`src/rtl/tinymips_pkg.sv`:
```
// Shared TinyMIPS definitions: next-PC select encodings, opcode constants and
// instruction field positions used by the fetch stage and the controller.
package tinymips_pkg;

    typedef enum logic [1:0] {
        PCSRC_ALU    = 2'b00,
        PCSRC_ALUOUT = 2'b01,
        PCSRC_JUMP   = 2'b10,
        PCSRC_HOLD   = 2'b11
    } pcsrc_e;

    localparam logic [5:0] OP_LB    = 6'b100000;
    localparam logic [5:0] OP_SB    = 6'b101000;
    localparam logic [5:0] OP_RTYPE = 6'b000000;
    localparam logic [5:0] OP_BEQ   = 6'b000100;
    localparam logic [5:0] OP_J     = 6'b000010;
    localparam logic [5:0] OP_ADDI  = 6'b001000;

    localparam int OP_LSB    = 26;
    localparam int RS_LSB    = 21;
    localparam int RT_LSB    = 16;
    localparam int RD_LSB    = 11;
    localparam int FUNCT_LSB = 0;
    localparam int IMM_LSB   = 0;

endpackage

```
`src/rtl/fetch_unit_pc_reg.sv`:
```
// Program counter register: enabled load with an asynchronous active-low
// reset to a configurable start address.
module pc_reg #(
    parameter int              WIDTH     = 8,
    parameter logic [WIDTH-1:0] RESET_VAL = '0
) (
    input  logic             clk,
    input  logic             rst,
    input  logic             en,
    input  logic [WIDTH-1:0] d,
    output logic [WIDTH-1:0] q
);

    always_ff @(posedge clk or negedge rst) begin
        if (!rst) begin
            q <= RESET_VAL;
        end else if (en) begin
            q <= d;
        end
    end

endmodule

```
`src/rtl/fetch_unit.sv`:
```
// TinyMIPS multicycle fetch stage: PC, byte-assembled instruction register,
// memory data register and a checker for the controller's byte-write order.
module fetch_unit
    import tinymips_pkg::*;
#(
    parameter int               WIDTH    = 8,
    parameter logic [WIDTH-1:0] PC_RESET = '0
) (
    input  logic             clk,
    input  logic             rst,
    input  logic [WIDTH-1:0] memdata,
    input  logic [3:0]       irwrite,
    input  logic             pcen,
    input  logic [1:0]       pcsource,
    input  logic             iord,
    input  logic [WIDTH-1:0] aluresult,
    input  logic [WIDTH-1:0] aluout,
    output logic [WIDTH-1:0] memaddr,
    output logic [WIDTH-1:0] pc,
    output logic [31:0]      instr,
    output logic [5:0]       op,
    output logic [4:0]       rs,
    output logic [4:0]       rt,
    output logic [4:0]       rd,
    output logic [5:0]       funct,
    output logic [15:0]      imm,
    output logic [WIDTH-1:0] mdr,
    output logic             ir_valid,
    output logic             fetch_err
);

    logic [WIDTH-1:0] pc_next;
    logic             pc_load;
    logic [1:0]       exp_idx;
    logic [1:0]       exp_next;
    logic             clean;
    logic             clean_next;
    logic             valid_next;
    logic             err_next;
    logic             is_onehot;
    logic [1:0]       byte_idx;

    assign memaddr = iord ? aluout : pc;
    assign pc_load = pcen && (pcsource != PCSRC_HOLD);

    always_comb begin
        pc_next = pc;
        case (pcsource)
            PCSRC_ALU:    pc_next = aluresult;
            PCSRC_ALUOUT: pc_next = aluout;
            PCSRC_JUMP:   pc_next = {instr[WIDTH-3:0], 2'b00};
            default:      pc_next = pc;
        endcase
    end

    pc_reg #(
        .WIDTH     (WIDTH),
        .RESET_VAL (PC_RESET)
    ) u_pc_reg (
        .clk (clk),
        .rst (rst),
        .en  (pc_load),
        .d   (pc_next),
        .q   (pc)
    );

    always_ff @(posedge clk or negedge rst) begin
        if (!rst) begin
            mdr   <= '0;
            instr <= '0;
        end else begin
            mdr <= memdata;
            for (int k = 0; k < 4; k++) begin
                if (irwrite[k]) begin
                    instr[8*k +: 8] <= memdata[7:0];
                end
            end
        end
    end

    assign is_onehot = (irwrite != 4'b0000) && ((irwrite & (irwrite - 4'd1)) == 4'b0000);

    always_comb begin
        byte_idx = 2'd0;
        case (irwrite)
            4'b0010: byte_idx = 2'd1;
            4'b0100: byte_idx = 2'd2;
            4'b1000: byte_idx = 2'd3;
            default: byte_idx = 2'd0;
        endcase
    end

    // 'clean' remembers whether every byte of the current instruction so far
    // arrived in order; a byte-0 write always begins a fresh instruction.
    always_comb begin
        exp_next   = exp_idx;
        clean_next = clean;
        valid_next = ir_valid;
        err_next   = fetch_err;
        if (irwrite != 4'b0000) begin
            if (!is_onehot) begin
                exp_next   = 2'd0;
                clean_next = 1'b0;
                valid_next = 1'b0;
                err_next   = 1'b1;
            end else begin
                exp_next = byte_idx + 2'd1;
                if (byte_idx != exp_idx) begin
                    err_next = 1'b1;
                end
                if (byte_idx == 2'd0) begin
                    clean_next = 1'b1;
                    valid_next = 1'b0;
                end else if (byte_idx != exp_idx) begin
                    clean_next = 1'b0;
                    valid_next = 1'b0;
                end else if (byte_idx == 2'd3) begin
                    valid_next = clean;
                end
            end
        end
    end

    always_ff @(posedge clk or negedge rst) begin
        if (!rst) begin
            exp_idx   <= 2'd0;
            clean     <= 1'b0;
            ir_valid  <= 1'b0;
            fetch_err <= 1'b0;
        end else begin
            exp_idx   <= exp_next;
            clean     <= clean_next;
            ir_valid  <= valid_next;
            fetch_err <= err_next;
        end
    end

    assign op    = instr[OP_LSB +: 6];
    assign rs    = instr[RS_LSB +: 5];
    assign rt    = instr[RT_LSB +: 5];
    assign rd    = instr[RD_LSB +: 5];
    assign funct = instr[FUNCT_LSB +: 6];
    assign imm   = instr[IMM_LSB +: 16];

endmodule
```
`config.mk`:
```
export PLATFORM = sky130hd
export DESIGN_NAME = fetch_unit
export DESIGN_NICKNAME = d
export VERILOG_FILES = /design/src/rtl/tinymips_pkg.sv /design/src/rtl/fetch_unit_pc_reg.sv /design/src/rtl/fetch_unit.sv
export SDC_FILE = /design/constraint.sdc
export NUM_CORES = 1
export LEC_CHECK = 0
export BUFFER_PORTS_ARGS = -buffer_cell sky130_fd_sc_hd__buf_2
export CORE_MARGIN = 8
export CORE_UTILIZATION = 46
export CTS_CLUSTER_DIAMETER = 40
export DETAILED_ROUTE_END_ITERATION = 6
export GPL_TIMING_DRIVEN = 0
export HOLD_SLACK_MARGIN = 0.1
export PLACE_DENSITY = 0.89
export SLEW_MARGIN = 10
export SYNTH_ARGS = -nofsm -noshare
export SYNTH_HDL_FRONTEND = slang
export SYNTH_HIERARCHICAL = 1
export SYNTH_SLANG_ARGS = --single-unit
export TNS_END_PERCENT = 100
```
`constraint.sdc`:
```
create_clock -name clk -period 1.9 [get_ports clk]
set_input_delay 0.38 -clock clk [delete_from_list [all_inputs] [get_ports clk]]
set_output_delay 0.38 -clock clk [all_outputs]
set_load 0.005 [all_outputs]
```
[Yosys cells after proc, flatten, opt, wreduce, memory -nomap -nowiden]
Cells that the tools add are included.
Cells by class
  add/subtract/negate cells: 2
  $mul: 0
  div/mod/pow operators: 0
  order comparisons: 0
  equal/unequal tests: 11
  shift operators: 0
  muxes and demuxes: 13
  bitwise gates (word level): 1
  reductions and logical operators: 11
Operator list (count)
  $pmux 8 s3: 1
  $mux 1: 9
  $mux 8: 1
  $reduce_and 2->1: 4
  $pmux 2 s3: 1
  $and 4x4->4: 1
  $eq 2x2->1 const B: 2
  $eq 4x2->1 const B: 1
  $eq 4x3->1 const B: 1
  $eq 4x4->1 const B: 1
  $logic_not 2->1: 2
  $logic_not 4->1: 1
  $ne 4x1->1 const B: 1
  $reduce_bool 4->1: 1
  $sub 4x1->4 const B: 1
  $ne 3x1->1 const B: 1
  $reduce_bool 3->1: 1
  $add 2x1->2 const B: 1
  $eq 2x1->1 const B: 1
  $logic_and 1x1->1: 2
  $mux 2: 1
  $ne 2x1->1 const B: 1
  $ne 2x2->1: 1
  $ne 2x2->1 const B: 1
Storage, ports and cells
  register bits: 53
  bits in latches: 0
  memory bits (writable): 0
  memory bits (read-only): 0
  input bits: 34
  output and inout bits: 101
  word-level logic and storage cells: 48
  memories kept: 0

[Depth between registers and ports, before layout]
Gate-level depths: netlist (run 1).
  depth in word-level cells: 7
  depth in mapped cells: 9
  depth with buffers taken out: 7

[Hierarchy]
The synthesis (run 1) kept the hierarchy.
Modules (own cells, without submodules)
  fetch_unit: instances 1, cells an instance 188, area each 2387.3 um2, seq. area each 1126.1 um2
  pc_reg: instances 1, cells an instance 17, area each 331.6 um2, seq. area each 200.2 um2

[Worst setup path before layout (run 1)]
No wires, ideal clock.
  path kind: in2reg
  start: input port irwrite[3]
  end: register exp_idx[1]
  setup time: 0.138 ns
  data arrival time: 1.870 ns
  required time: 1.762 ns
  path slack: -0.108 ns
  stages on the path: 9
  path buffers: 2
  path through: clkbuf_1 buf_2 xor2_1 nand2_1 ha_1 mux2i_1 mux2i_1 o21ai_1 o22ai_1
On the way
  word-level cells in the longest chain between the ends: 5
  elaborated cells on any way between the ends: 11
  those cells by class: add/sub: 2; eq/ne: 3; mux: 2; bitwise: 1; reduce/logical: 3
RTL lines
  from (decl): line fetch_unit.sv:12  | input logic [3:0] irwrite,
  $sub 4x1->4: line fetch_unit.sv:81  | assign is_onehot = (irwrite != 4'b0000) && ((irwrite & (irwrite - 4'd1)) == 4'b0000);
  $and 4x4->4: line fetch_unit.sv:81
  $logic_not 4->1: line fetch_unit.sv:81
  $logic_and 1x1->1: line fetch_unit.sv:81
  $mux 2: line fetch_unit.sv:101  | if (!is_onehot) begin
  to (signal assigned): line fetch_unit.sv:131  | exp_idx <= exp_next;
  to (decl): line fetch_unit.sv:34  | logic [1:0] exp_idx;
Parallel ways exist; a longest one is shown, timed or not.
A chain may end at the register's enable or synchronous reset.

[Worst setup path after layout (run 1)]
Ends and elaborated chain as after synthesis.

==> results of run 1 <==
-- synth_stat cells --
| cell type | instances |
|---|---|
| a21boi_0 | 1 |
| a2111oi_0 | 1 |
| a22o_1 | 2 |
| nor4_1 | 1 |
| nor3_1 | 1 |
| ha_1 | 1 |
| or3b_1 | 1 |
| mux2_2 | 6 |
| buf_2 | 3 |
| buf_6 | 2 |
| o21a_1 | 1 |
| inv_2 | 1 |
| o211ai_1 | 1 |
| a2111oi_2 | 1 |
| o311ai_2 | 1 |
| o21ai_1 | 2 |
| mux2_4 | 8 |
| xor2_1 | 2 |
| mux2i_1 | 2 |
| buf_4 | 43 |
| mux4_2 | 6 |
| inv_1 | 1 |
| nand3b_1 | 1 |
| nand2_1 | 6 |
| clkbuf_1 | 7 |
| a21o_1 | 1 |
| nand2b_1 | 2 |
| a32oi_1 | 1 |
| o22ai_1 | 2 |
| o21ai_0 | 2 |
| a31oi_1 | 1 |
| dfrtp_1 | 53 |
| nor2_1 | 4 |
| o31ai_1 | 1 |
| mux2_1 | 36 |
-- area by class of cell --
type	instances	area, sq um	share of cell area (%)
clock inverter	1	30.0	0.841
tap	75	93.8	2.63
buffer	52	380	10.7
multi-input combinational	95	998	28.0
clock buffer	7	86.3	2.42
sequential	53	1330	37.1
inverter	2	7.51	0.210
timing repair buffer	129	648	18.2
-- per-layer routing --
metal | up-vias | part of all wire [%] | track usage (%)
met1 | 989 | 39 | 18.0
met3 | 8 | 9.1 | 5.26
met4 | 0 | 0.84 | 3.36
met2 | 87 | 51 | 27.2
li1 | 946 | - | -
met5 | - | 0 | 0
-- how the worst min path moves through the flow --
stage                          startpoint                     to  slack, ns
detailed placement  fetch_err$_DFFE_PN0P_  fetch_err$_DFFE_PN0P_       0.49
global placement    fetch_err$_DFFE_PN0P_  fetch_err$_DFFE_PN0P_       0.44
CTS                            memdata[2]       mdr[2]$_DFF_PN0_       0.23
floorplan                             rst      clean$_DFFE_PN0P_       0.08
global route                          rst  instr[24]$_DFFE_PN0P_       0.16
finish                                rst  instr[25]$_DFFE_PN0P_       0.11
-- cells in the final DEF (no fill, tap or decap), types with 3 or more instances in the layout --
cell and instances:
buf_2 131, buf_4 44, clkbuf_1 3, clkbuf_8 6, dfrtp_1 53, mux2_1 36, mux2_2 6, mux2_4 8
mux4_2 6, nand2_1 6, nor2_1 4
-- state kept, by name, indices dropped and copies added, names as in the netlist --
signal and flops:
u_pc_reg/q 8, fetch_err 1, instr 32, ir_valid 1
clean 1, exp_idx 2, mdr 8
-- power by group through the flow --
stage | clock network [mW] | logic, mW | registers, mW
6_report | 0.781 | 0.752 | 1.35
3_3_place_gp | 0 | 0.744 | 1.36
2_1_floorplan | 0 | 0.405 | 1.37
4_1_cts | 0.798 | 0.771 | 1.35
5_1_grt | 0.848 | 0.822 | 1.37
3_5_place_dp | 0 | 0.766 | 1.38
-- through the flow --
stage               std cells  util, %
floorplan                 205        -
global placement          409     59.5
detailed placement        409     59.5
CTS                       417     61.5
global route              414     61.4
finish                    414     61.4
-- kinds of logic (layout without fill, tap and decap cells) --
family | Yosys count | count (layout) | share of synthesized area [%]
simple gates | 16 | 16 | 2.85
fa+ha+maj | 1 | 1 | 0.460
mux | 58 | 58 | 27.5
xor+xnor | 2 | 2 | 0.644
flops | 53 | 53 | 48.8
buf+inv | 57 | 191 | 14.5
compound gates | 18 | 18 | 5.25
-- worst max-delay path, delay by kind of cell --
kind	cells	cell delay (ns)
muxes	2	0.25
buffers and inverters	2	0.50
xor gates and xnor gates	1	0.16
AOI/OAI and AO/OA	2	0.20
and+or+nand+nor	1	0.07
adders and majority gates	1	0.35
==> impl_metrics.csv, run 1 <==
group,metric,value,unit
status,status,"completed",
place,pre_cts_ws,-0.299,ns
setup_path,r2r_cells,4,
grt,grt_pass1_wl,10800,um
finish,diodes,0,
grt,grt_max_degree,54,
setup_path,worstPathRequired,2.08,ns
detailed_routing,drc,0,
power_and_ir_drop,switching_share,26.0,%
sta,period_share,90.0,%
logic_synthesis,synth_cell_types,35,
logic_synthesis,yosysTopAreaCell,"dfrtp_1",
clock_tree,clock_path_buffers,2,
setup_path,cp.arrival,1.89,ns
sta,slew_headroom,56.0,%
place,place_congestion,0.815,
detailed_routing,dr.pass1.iters,4,
setup_path,crit_top_cell,"mux2i_1",
power_and_ir_drop,p_clk_share,27.1,%
clock_tree,clk_transition_reported_paths,0.10,ns
setup_path,worstPathCellList,"clkbuf_2, clkbuf_4, xor2_1, nand2_1, ha_1, mux2i_1, mux2i_1, o21ai_1, o22ai_1",
power_and_ir_drop,totalPowerFinal,2.88,mW
setup_path,path_max_fanout,10,
setup_path,cpPeakStageDelay,0.35,ns
detailed_routing,ant_nets,0,
logic_synthesis,synthesis.area,2720,sq um
grt,gr-usage-all-layers,15.6,%
logic_synthesis,synth_fp_nets,240,
sta,timing.hold.ws,0.112,ns
detailed_routing,route.detailed.wl_per_inst,16.4,um
detailed_routing,finalWirelength,6800,um
clock_tree,worstSkewPairLatency,0.30,ns
grt,antenna_found_initial,0,
sta,setup_ws,0.190,ns
grt,grt_pass1_vias,2187,
setup_path,end_kind,"flop",
finish,layout.nets,373,
power_and_ir_drop,leakagePower,1.79,nW
setup_path,cp-start-kind,"input pin",
logic_synthesis,synthTopCellsByArea,"dfrtp_1 (49%), mux2_1 (15%), buf_4 (12%)",
sta,hold_violations,0,
setup_path,endpoint,"exp_idx[1]$_DFFE_PN0P_",
sta,skew,0.0112,ns
finish,fin_area,3570,sq um
floorplanning,io_pins,135,
sta,tightest_slew,0.659,ns
setup_path,critPathLaunch,"irwrite[3]",
logic_synthesis,ys_seq_elements,53,
power_and_ir_drop,pwr-share-comb,26.1,%
logic_synthesis,syn_inst,205,
clock_tree,cts_hold_buffers,0,
sta,slew_viol_final,0,
setup_path,r2r_slack,0.32,ns
detailed_routing,drt-initial-drc-count,109,
clock_tree,cts_tree,"done",
clock_tree,post_cts_buffers,0,
clock_tree,htreeDepth,2,
clock_tree,cts_sinks,53,
logic_synthesis,synth_seq_area_share,48.8,%
logic_synthesis,avgSynthCellArea,13.3,sq um
clock_tree,ctsResizeCount,0,
setup_path,rr_endpoint,"clean$_DFFE_PN0P_",
power_and_ir_drop,p_sw,0.751,mW
place,hpwlAfterDp,5280,um
detailed_routing,vias_per_cell,4.90,
sta,max_freq,585,MHz
place,port_buffers,129,
grt,overflow,0,
clock_tree,cts_made_buffers,5,
floorplanning,coreArea,5820,sq um
floorplanning,start_util,46.8,%
logic_synthesis,ys_warn_count,6,
power_and_ir_drop,power.density,808,nW/um^2
worst_hold_path,hp-class,"input pin to async pin",
floorplanning,fp.dieW,92.9,um
setup_path,crit_type,"input pin to flop",
floorplanning,num_rows,28,
sta,rsz0062_at_grt,"false",
sta,fin_tns_setup,0,ns
place,place_area,3460,sq um
clock_tree,cts_root_buf,"clkbuf_8",
power_and_ir_drop,vdd_drop_max,0.361,mV
floorplanning,dieArea,8630,sq um
finish,drive_gt1_share,61.7,%
power_and_ir_drop,pwr-share-seq,46.9,%
finish,fill_cells,493,
logic_synthesis,synth_top_area_share,48.8,%
detailed_routing,num_vias,2030,
setup_path,r2r-start,"exp_idx[0]$_DFFE_PN0P_",
setup_path,crit_slowest_cell,"ha_1",
floorplanning,die_h,92.9,um
power_and_ir_drop,intPower,2.13,mW
sta,post-route-min-period,1.71,ns
flow_run,cap_violations,0,
sta,setup-violations-final,0,
finish,syn_to_final_growth,31.3,%
(Power assumes the default switching activity.)
==> run 2: changes to the inputs <==
--- a/config.mk
+++ b/config.mk
@@ -5,6 +5,7 @@
 export SDC_FILE = /design/constraint.sdc
 export NUM_CORES = 1
 export LEC_CHECK = 0
+export ABC_AREA = 1
 export BUFFER_PORTS_ARGS = -buffer_cell sky130_fd_sc_hd__buf_2
 export CORE_MARGIN = 8
 export CORE_UTILIZATION = 46
@@ -12,7 +13,7 @@
 export DETAILED_ROUTE_END_ITERATION = 6
 export GPL_TIMING_DRIVEN = 0
 export HOLD_SLACK_MARGIN = 0.1
-export PLACE_DENSITY = 0.89
+export PLACE_DENSITY = 0.9
 export SLEW_MARGIN = 10
 export SYNTH_ARGS = -nofsm -noshare
 export SYNTH_HDL_FRONTEND = slang
==> constraint.sdc (replaced) <==
create_clock -name clk -period 1.78 [get_ports clk]
set_input_delay 0.356 -clock clk [delete_from_list [all_inputs] [get_ports clk]]
set_output_delay 0.356 -clock clk [all_outputs]
set_load 0.005 [all_outputs]
==> impl_metrics.csv, run 2 <==
group,metric,value,unit
logic_synthesis,synth_top_area_share,49.8,%
finish,largest_reg_flops,32,
place,hpwlAfterDp,6100,um
logic_synthesis,synth_seq_area_share,49.8,%
detailed_routing,finalWirelength,7550,um
logic_synthesis,synthTopCellsByArea,"dfrtp_1 (50%), nand2_1 (21%), buf_4 (13%)",
logic_synthesis,yosysTopAreaCell,"dfrtp_1",
clock_tree,clk_transition_reported_paths,0.09,ns
setup_path,worstPathRequired,1.42,ns
logic_synthesis,yosysMostFrequentCell,"nand2_1",
worst_hold_path,hp-class,"input pin to async pin",
finish,fin_area,3550,sq um
floorplanning,num_rows,27,
floorplanning,coreArea,5540,sq um
clock_tree,cts_sinks,53,
place,port_buffers,134,
power_and_ir_drop,vdd_drop_max,0.451,mV
sta,setup-violations-final,0,
detailed_routing,drt-initial-drc-count,86,
power_and_ir_drop,leakagePower,2.12,nW
sta,max_freq,669,MHz
floorplanning,start_util,48.1,%
place,place_area,3430,sq um
setup_path,crit_type,"input pin to output pin",
sta,fin_tns_setup,0,ns
clock_tree,worstSkewPairLatency,0.30,ns
power_and_ir_drop,power.density,826,nW/um^2
finish,layout_common_cells,"nand2_1 (150), buf_2 (133), dfrtp_1 (53)",
grt,antenna_found_initial,0,
finish,layout.nets,510,
logic_synthesis,synth_fp_nets,369,
floorplanning,io_pins,135,
logic_synthesis,async_flop_share,100,%
clock_tree,clock_path_buffers,2,
finish,syn_to_final_growth,33.1,%
detailed_routing,route.detailed.wl_per_inst,13.8,um
logic_synthesis,syn_inst,334,
finish,reg.largest.list,"instr (32), mdr (8), u_pc_reg/q (8)",
logic_synthesis,synth_cell_types,22,
sta,skew,0.00180,ns
logic_synthesis,synth_edf_count,0,
finish,drive_gt1_share,41.8,%
logic_synthesis,synthesis.area,2670,sq um
detailed_routing,vias_per_cell,4.66,
place,place_congestion,0.852,
clock_tree,cts_tree,"done",
clock_tree,htreeDepth,2,
clock_tree,post_cts_buffers,0,
sta,tightest_slew,0.656,ns
grt,gr-usage-all-layers,17.3,%
setup_path,path_max_fanout,10,
detailed_routing,num_vias,2552,
finish,diodes,0,
setup_path,cp-start-kind,"input pin",
logic_synthesis,synth_common_cells,"nand2_1 (150), dfrtp_1 (53), buf_4 (45)",
grt,grt_pass1_wl,12000,um
sta,hold_violations,0,
clock_tree,ctsResizeCount,0,
sta,post-route-min-period,1.50,ns
flow_run,cap_violations,0,
sta,slew_viol_final,0,
clock_tree,cts_made_buffers,5,
grt,grt_pass1_vias,2711,
clock_tree,cts_hold_buffers,0,
status,status,"completed",
setup_path,cp.arrival,1.14,ns
finish,layout_commonest_cell,"nand2_1",
finish,regMostFlops,"instr",
clock_tree,cts_root_buf,"clkbuf_8",
logic_synthesis,avgSynthCellArea,7.98,sq um
logic_synthesis,ys_seq_elements,53,
floorplanning,dieArea,8490,sq um
setup_path,end_kind,"output pin",
floorplanning,die_h,92.1,um
logic_synthesis,ys_warn_count,6,
detailed_routing,ant_nets,0,
sta,period_share,84.0,%
logic_synthesis,synthFlopType,"dfrtp_1",
floorplanning,fp.dieW,92.1,um
grt,overflow,0,
detailed_routing,drc,0,
setup_path,r2r_cells,6,
sta,rsz0062_at_grt,"false",
grt,grt_max_degree,54,
detailed_routing,dr.pass1.iters,4,
sta,slew_headroom,56.3,%
==> run 2: cell count changes in the layout (fill, tap and decap cells not counted), moves of 4 or more <==
cell,previous run,this run
inv_2,1,5
nor2_1,4,15
mux2_4,8,0
mux2_2,6,0
nand2_1,6,150
a21oi_1,0,6
inv_1,1,23
o21ai_0,2,12
mux2_1,36,0
mux4_2,6,0
==> run 2: cell families after synthesis <==
| group | count (synthesis) | share of synthesized area, % |
|---|---|---|
| and+or+nand+nor | 175 | 25.7 |
| buffers and inverters | 77 | 17.7 |
| DFF | 53 | 49.8 |
| AOI/OAI and AO/OA | 28 | 6.29 |
| adders and majority gates | 1 | 0.469 |
==> run 2: metrics by stage <==
| step | setup WS (ns) | power [mW] | cells | hold slack [ns] | util (%) |
|---|---|---|---|---|---|
| final | 0.284 | 2.93 | 548 | 0.0814 | 64.0 |
| after global routing | 0.132 | 3.11 | 548 | 0.124 | 64.0 |
| after CTS | 0.267 | 2.97 | 548 | 0.214 | 64.0 |
| after detailed placement | 0.145 | 2.13 | 540 | 0.476 | 61.8 |
| after global placement | 0.195 | 2.10 | 540 | 0.457 | 61.8 |
| after floorplan | 0.414 | 1.76 | 334 | 0.0604 | - |
==> run 2: layout make-up <==
| class | count | area, sq um |
|---|---|---|
| fill | 501 | 1990 |
| clock inverter | 2 | 37.5 |
| tap | 72 | 90.1 |
| timing repair buffer | 134 | 673 |
| buffer | 49 | 368 |
| sequential | 53 | 1330 |
| clock buffer | 6 | 82.6 |
| inverter | 28 | 105 |
| multi-input combinational | 204 | 866 |
==> run 2: per-layer routing <==
| layer | wire [um] | vias up | track usage [%] |
|---|---|---|---|
| met4 | 119 | 0 | 6.98 |
| met5 | 0 | - | 0 |
| li1 | - | 1270 | - |
| met2 | 3750 | 114 | 31.2 |
| met1 | 3020 | 1157 | 17.6 |
| met3 | 661 | 11 | 6.11 |
==> run 2: path summary, 6_finish.rpt <==
path,startpoint,to,slack [ns]
setup / recovery,iord,memaddr[7],0.28
hold / removal,rst,u_pc_reg/q[3]$_DFFE_PN0P_,0.08
setup reg to reg,instr[5]$_DFFE_PN0P_,u_pc_reg/q[7]$_DFFE_PN0P_,0.67
hold reg to reg,fetch_err$_DFFE_PN0P_,fetch_err$_DFFE_PN0P_,0.50
max in group asynchronous,rst,instr[20]$_DFFE_PN0P_,1.27
min in group clk,memdata[6],mdr[6]$_DFF_PN0_,0.23
==> run 2: worst max-delay path, stage by stage <==
cell and delay [ns]:
buf_2 0.14, clkbuf_1 0.32, nand2_1 0.10, o21ai_0 0.09
buf_2 0.14
==> run 2: report_power, final <==
part,leakage (nW),total (mW),switching (mW),internal (mW)
registers,0.647,1.40,0.0920,1.31
clock network,0.0574,0.837,0.380,0.457
logic,1.42,0.694,0.343,0.351
total,2.12,2.93,0.815,2.12
